$ cat src/rtl/sam_if_prefetch_if.sv
// Prefetch bus bundle: instruction-memory port, branch redirect and decode handshake.
interface sam_if_prefetch_if #(
    parameter int unsigned AW = 5
);
    logic          imem_req;
    logic [AW-1:0] imem_addr;
    logic          imem_ack;
    logic [31:0]   imem_rdata;
    logic          br_en;
    logic [31:0]   br_target;
    logic          if_valid;
    logic          if_ready;
    logic [31:0]   if_ir;
    logic [31:0]   if_npc;
    logic [31:0]   pc;

    modport master (
        output imem_req, imem_addr, if_valid, if_ir, if_npc, pc,
        input  imem_ack, imem_rdata, br_en, br_target, if_ready
    );

    modport slave (
        input  imem_req, imem_addr, if_valid, if_ir, if_npc, pc,
        output imem_ack, imem_rdata, br_en, br_target, if_ready
    );
endinterface

$ cat src/rtl/sam_if_prefetch.sv
// Instruction-fetch front end: one outstanding imem read, DEPTH-entry {ir, npc} queue, branch flush.
// Optional SAM_IF_BYPASS_EN: empty-queue acks go straight to decode in the ack cycle.
module sam_if_prefetch #(
    parameter int unsigned DEPTH    = 4,
    parameter int unsigned AW       = 5,
    parameter logic [31:0] RESET_PC = 32'd0
) (
    input logic             clk,
    input logic             RN,
    sam_if_prefetch_if.master bus
);
    localparam int unsigned PW = (DEPTH > 1) ? $clog2(DEPTH) : 1;
    localparam int unsigned CW = PW + 1;

    typedef enum logic [1:0] {FETCH, WAIT, DRAIN} state_t;
    typedef struct packed {
        logic [31:0] ir;
        logic [31:0] npc;
    } entry_t;

    state_t        state_q, state_d;
    logic [31:0]   pc_q, pc_d;
    logic [31:0]   req_pc_q, req_pc_d;
    logic          req_q, req_d;
    logic [CW-1:0] count_q, count_d, cnt_after_pop;
    logic [PW-1:0] rd_ptr_q, rd_ptr_d, wr_ptr_q, wr_ptr_d;
    logic          valid_q, valid_d;
    entry_t        head_q, head_d;
    entry_t        push_entry;
    entry_t        mem_q [DEPTH];
    logic          push, pop, bypass;

    // Next-state, fetch issue and queue bookkeeping
    always_comb begin
        state_d    = state_q;
        pc_d       = pc_q;
        req_pc_d   = req_pc_q;
        req_d      = req_q;
        push       = 1'b0;
        bypass     = 1'b0;
        push_entry = '{ir: bus.imem_rdata, npc: req_pc_q + 32'd1};
        pop        = valid_q && bus.if_ready && !bus.br_en;
`ifdef SAM_IF_BYPASS_EN
        bypass     = (state_q == WAIT) && bus.imem_ack && !bus.br_en &&
                     (count_q == '0) && bus.if_ready;
`endif

        unique case (state_q)
            FETCH: begin
                if (!bus.br_en && (count_q < CW'(DEPTH))) begin
                    req_d    = 1'b1;
                    req_pc_d = pc_q;
                    state_d  = WAIT;
                end
            end
            WAIT: begin
                if (bus.br_en) begin
                    req_d   = !bus.imem_ack;
                    state_d = bus.imem_ack ? FETCH : DRAIN;
                end else if (bus.imem_ack) begin
                    push = !bypass;
                    pc_d = pc_q + 32'd1;
                    // Re-issue straight away so an always-acking memory streams one word per cycle
                    if ((count_q + CW'(push)) < CW'(DEPTH)) begin
                        req_d    = 1'b1;
                        req_pc_d = pc_q + 32'd1;
                        state_d  = WAIT;
                    end else begin
                        req_d   = 1'b0;
                        state_d = FETCH;
                    end
                end
            end
            DRAIN: begin
                if (bus.imem_ack) begin
                    req_d   = 1'b0;
                    state_d = FETCH;
                end
            end
            default: begin
                req_d   = 1'b0;
                state_d = FETCH;
            end
        endcase

        if (bus.br_en) begin
            pc_d = bus.br_target;
        end

        wr_ptr_d      = wr_ptr_q + PW'(push);
        rd_ptr_d      = rd_ptr_q + PW'(pop);
        cnt_after_pop = count_q - CW'(pop);
        count_d       = cnt_after_pop + CW'(push);
        if (bus.br_en) begin
            wr_ptr_d = '0;
            rd_ptr_d = '0;
            count_d  = '0;
        end

        valid_d = (count_d != '0);
        head_d  = head_q;
        // New head is the word being pushed when nothing else remains in the queue
        if (count_d != '0) begin
            head_d = (cnt_after_pop == '0) ? push_entry : mem_q[rd_ptr_d];
        end
    end

    always_ff @(posedge clk or negedge RN) begin
        if (!RN) begin
            state_q  <= FETCH;
            pc_q     <= RESET_PC;
            req_pc_q <= RESET_PC;
            req_q    <= 1'b0;
            count_q  <= '0;
            rd_ptr_q <= '0;
            wr_ptr_q <= '0;
            valid_q  <= 1'b0;
            head_q   <= '0;
        end else begin
            state_q  <= state_d;
            pc_q     <= pc_d;
            req_pc_q <= req_pc_d;
            req_q    <= req_d;
            count_q  <= count_d;
            rd_ptr_q <= rd_ptr_d;
            wr_ptr_q <= wr_ptr_d;
            valid_q  <= valid_d;
            head_q   <= head_d;
        end
    end

    // Queue storage needs no reset: count gates every read
    always_ff @(posedge clk) begin
        if (push) begin
            mem_q[wr_ptr_q] <= push_entry;
        end
    end

    assign bus.imem_req  = req_q;
    assign bus.imem_addr = req_pc_q[AW-1:0];
    assign bus.pc        = pc_q;

`ifdef SAM_IF_BYPASS_EN
    assign bus.if_valid = valid_q | bypass;
    assign bus.if_ir    = bypass ? push_entry.ir  : head_q.ir;
    assign bus.if_npc   = bypass ? push_entry.npc : head_q.npc;
`else
    assign bus.if_valid = valid_q;
    assign bus.if_ir    = head_q.ir;
    assign bus.if_npc   = head_q.npc;
`endif
endmodule
$ cat src/flat_wrapper.sv
// flat-port wrapper written by rule: the top's interface ports become plain ports
module sam_if_prefetch_flat 
#(
    parameter int unsigned DEPTH    = 4,
    parameter int unsigned AW       = 5,
    parameter logic [31:0] RESET_PC = 32'd0
)
  (clk, RN, bus_imem_req, bus_imem_addr, bus_if_valid, bus_if_ir, bus_if_npc, bus_pc, bus_imem_ack, bus_imem_rdata, bus_br_en, bus_br_target, bus_if_ready);
  sam_if_prefetch_if #(.AW(AW)) bus_i ();
  input logic clk;
  input logic RN;
  output wire logic [$bits(bus_i.imem_req)-1:0] bus_imem_req;
  output wire logic [$bits(bus_i.imem_addr)-1:0] bus_imem_addr;
  output wire logic [$bits(bus_i.if_valid)-1:0] bus_if_valid;
  output wire logic [$bits(bus_i.if_ir)-1:0] bus_if_ir;
  output wire logic [$bits(bus_i.if_npc)-1:0] bus_if_npc;
  output wire logic [$bits(bus_i.pc)-1:0] bus_pc;
  input wire logic [$bits(bus_i.imem_ack)-1:0] bus_imem_ack;
  input wire logic [$bits(bus_i.imem_rdata)-1:0] bus_imem_rdata;
  input wire logic [$bits(bus_i.br_en)-1:0] bus_br_en;
  input wire logic [$bits(bus_i.br_target)-1:0] bus_br_target;
  input wire logic [$bits(bus_i.if_ready)-1:0] bus_if_ready;
  assign bus_imem_req = bus_i.imem_req;
  assign bus_imem_addr = bus_i.imem_addr;
  assign bus_if_valid = bus_i.if_valid;
  assign bus_if_ir = bus_i.if_ir;
  assign bus_if_npc = bus_i.if_npc;
  assign bus_pc = bus_i.pc;
  assign bus_i.imem_ack = bus_imem_ack;
  assign bus_i.imem_rdata = bus_imem_rdata;
  assign bus_i.br_en = bus_br_en;
  assign bus_i.br_target = bus_br_target;
  assign bus_i.if_ready = bus_if_ready;
  sam_if_prefetch #(.DEPTH(DEPTH), .AW(AW), .RESET_PC(RESET_PC)) u_core (.clk(clk), .RN(RN), .bus(bus_i));
endmodule
$ cat config.mk
export PLATFORM = sky130hd
export DESIGN_NAME = sam_if_prefetch_flat
export DESIGN_NICKNAME = d
export VERILOG_FILES = /design/src/rtl/sam_if_prefetch_if.sv /design/src/rtl/sam_if_prefetch.sv /design/src/flat_wrapper.sv
export SDC_FILE = /design/constraint.sdc
export NUM_CORES = 1
export LEC_CHECK = 0
export BUFFER_PORTS_ARGS = -buffer_cell sky130_fd_sc_hd__buf_2
export CAP_MARGIN = 20
export CELL_PAD_IN_SITES_DETAIL_PLACEMENT = 0
export CELL_PAD_IN_SITES_GLOBAL_PLACEMENT = 1
export CORE_AREA = 2 2 267 269
export CTS_CLUSTER_SIZE = 25
export DETAILED_ROUTE_END_ITERATION = 8
export DIE_AREA = 0 0 269 271
export PLACE_DENSITY_LB_ADDON = 0.1
export SETUP_SLACK_MARGIN = 0.5
export SYNTH_ARGS = -nofsm -noshare
export SYNTH_HDL_FRONTEND = slang
export SYNTH_SLANG_ARGS = --single-unit
export TNS_END_PERCENT = 20
$ cat constraint.sdc
create_clock -name clk -period 15.6 [get_ports clk]
set_input_delay 0.78 -clock clk [delete_from_list [all_inputs] [get_ports clk]]
set_output_delay 0.78 -clock clk [all_outputs]
set_load 0.005 [all_outputs]
==> flow_metrics.py <==
metrics = {
    "synth": {
        "ys_warn_count": 0,
        "synth_common_cells": "256 x edfxtp_1, 139 x dfrtp_1, 137 x nand2_1, 76 x o21ai_0, 67 x nor2_1",
        "async_flop_share_pct": 35.2,
        "synth_top_area_cell": "edfxtp_1",
        "yosys_most_used_dff": "edfxtp_1",
        "avgSynthCellArea_um2": 13.7,
        "syn_nets": 1340,
        "synth_cell_types": 74,
        "syn_area_um2": 17300,
        "yosysSeqAreaShare_pct": 64.5,
        "ys_seq_elements": 395,
        "yosysMostFrequentCell": "edfxtp_1",
        "synth_area_leaders": "edfxtp_1 44%, dfrtp_1 20%, mux4_2 6.5%",
        "synth_edf_count": 256,
        "synth_cells": 1263,
        "synth_top_area_share_pct": 44.4,
    },
    "placed_design": {
        "place.port_buffers": 171,
        "place_inst": 2316,
        "gp_congestion": 0.710,
        "dp_hpwl_um": 31800,
        "dpl-instance-area_um2": 19200,
    },
    "grt": {
        "grt_antenna_before_repair": 0,
        "grt_use_total_pct": 14.0,
        "grt_max_degree": 89,
        "grt_overflow": 0,
        "grt_pass1_vias": 11300,
        "grt_pass1_wl_um": 76000,
    },
    "floorplanning": {
        "start_util_pct": 24.8,
        "die_h_um": 271,
        "io_pins": 172,
        "die_w_um": 269,
        "dieArea_um2": 72900,
        "core-area_um2": 69800,
        "core.rowCount": 97,
    },
    "timing": {
        "hold_viol": 0,
        "slew_viol_final": 0,
        "tightest_slew_ns": 0.932,
        "period_share_pct": 27.0,
        "finalSetupViolCount": 0,
        "timing.fmax_mhz": 237,
        "relSlewSlack_pct": 37.9,
        "skew_ns": 0.0240,
        "period_minus_slack_ns": 4.22,
        "fin_tns_setup_ns": 0,
        "rsz0062_at_grt": "false",
    },
    "clocking": {
        "clk_pin_slew_worst_paths_ns": 0.06,
        "cts_root_buffer": "clkbuf_16",
        "cts_tree": "done",
        "postCtsSetupBuffers": 0,
        "cts_sinks": 395,
        "htreeDepth": 2,
        "hold_buffers": 0,
        "clk_latency_ns": 0.60,
        "cts_buffer_depth": 3,
        "cts_resized": 0,
        "cts_made_buffers": 47,
    },
    "drt": {
        "ant_nets": 0,
        "routed_wirelength_um": 50300,
        "num_vias": 10700,
        "vias_per_cell": 4.44,
        "drt_iter0_markers": 549,
        "route.detailed.drc": 0,
        "firstDrtPassIters": 5,
        "avgRoutedWirePerCell_um": 20.9,
    },
    "cells_and_area": {
        "drive_gt1_share_pct": 24.6,
        "nets": 1502,
        "fillers": 7131,
        "design_area_um2": 20700,
        "multiInputGateArea_um2": 5680,
        "ff_latch_area_um2": 11200,
        "layout.cells.non_filler": 2404,
        "utilization_pct": 29.7,
        "diodes": 0,
        "syn_to_final_growth_pct": 19.8,
    },
    "setup_path": {
        "arrival_ns": 4.69,
        "cp.required_ns": 16.08,
        "critical_path_class": "flip-flop to flip-flop",
        "ff2ff_path_depth": 9,
        "start_kind": "flip-flop",
        "crit_path_end_kind": "flip-flop",
        "cp_max_fo": 40,
    },
    "power": {
        "p_per_area_nw_per_um2": 149,
        "power_mw": 3.10,
        "ir_drop_v": 0.0000794,
        "leakage_nw": 7.49,
    },
    "job": {
        "drv_cap": 0,
    },
    "worst_hold_path": {
        "hold_path.class": "input port to async pin",
    },
    "status": {
        "outcome": "finished clean",
    },
}
-- worst max-delay path: stages, from the launching register on --
cell      delay (ns)
dfrtp_1         0.53
nand3b_1        0.51
nor2_1          0.42
ha_1            0.22
ha_1            0.23
nor2_1          0.19
a21o_4          0.49
clkinv_1        0.77
o21a_1          0.41
a221o_1         0.28
-- routing by layer --
layer / GRT usage [%] / share of wire (%) / vias up / wire length (um)
li1: - / - / 5065 / -
met1: 19.1 / 46 / 5320 / 23400
met2: 22.8 / 48 / 209 / 24000
met3: 2.37 / 4.0 / 70 / 2020
met4: 3.58 / 2.0 / 0 / 996
met5: 0 / 0 / - / 0
-- flip-flops by register name (all words and copies together), names as in the netlist --
register and cells:
u_core.bus.pc 32, u_core.mem_q 256, u_core.count_q 3, u_core.req_pc_q 32, u_core.wr_ptr_q 2, u_core.bus.if_valid 1, u_core.bus.if_ir 32, u_core.state_q 2
u_core.rd_ptr_q 2, u_core.bus.if_npc 32, u_core.bus.imem_req 1
-- cell usage in the layout, fill, tap and decap left out, types with 14 or more instances in the layout --
cell type / n
buf_4: 21
nor4_1: 14
mux4_2: 50
inv_1: 20
buf_2: 170
nand4_1: 34
nand2_1: 137
dfrtp_1: 139
nand3_1: 32
nor2_1: 66
a21oi_1: 37
o21ai_0: 76
mux2i_1: 50
edfxtp_1: 256
nor3_1: 20
xnor2_1: 46
xor2_1: 41
clkbuf_16: 48
-- final cells by class --
type,count,share of cell area [%]
Clock inverter,26,1.36
Clock buffer,62,6.29
Tap cell,940,5.67
Timing Repair Buffer,194,5.03
Multi-Input combinational cell,764,27.4
Inverter,23,0.416
Sequential cell,395,53.8
-- power by group --
group / internal (mW) / total [mW] / switching, mW / leakage, nW
logic: 0.235 / 0.595 / 0.360 / 2.72
clock network: 0.660 / 1.13 / 0.466 / 0.775
registers: 1.27 / 1.38 / 0.112 / 3.99
-- cells by family after synthesis --
group / Yosys count / synth area share, %
buffers and inverters: 104 / 3.01
XOR/XNOR: 89 / 4.58
AO/OA/AOI/OAI: 182 / 6.35
flip-flops: 395 / 64.5
adder cells (fa/ha/maj): 8 / 0.578
multiplexers: 100 / 9.40
AND/OR/NAND/NOR: 385 / 11.6
-- path summary, 6_finish.rpt --
path	start	slack, ns	to
min in group clk	bus_br_target[6]	0.40	u_core.bus.pc[6]
max in group asynchronous	RN	13.55	u_core.req_pc_q[26]
worst min-delay path	RN	0.11	u_core.bus.pc[24]
worst max register to register	u_core.state_q[0]	11.38	u_core.bus.if_npc[31]
worst max-delay path	u_core.state_q[0]	11.38	u_core.bus.if_npc[31]
worst min register to register	u_core.bus.if_ir[27]	0.47	u_core.bus.if_ir[27]
-- stage by stage --
stage	hold slack, ns	worst slack, ns
after floorplan	0.473	6.92
final	0.114	11.38
after global routing	0.126	10.98
after detailed placement	0.465	10.85
after global placement	0.458	10.89
after CTS	0.106	11.20
(Power assumes the default switching activity.)
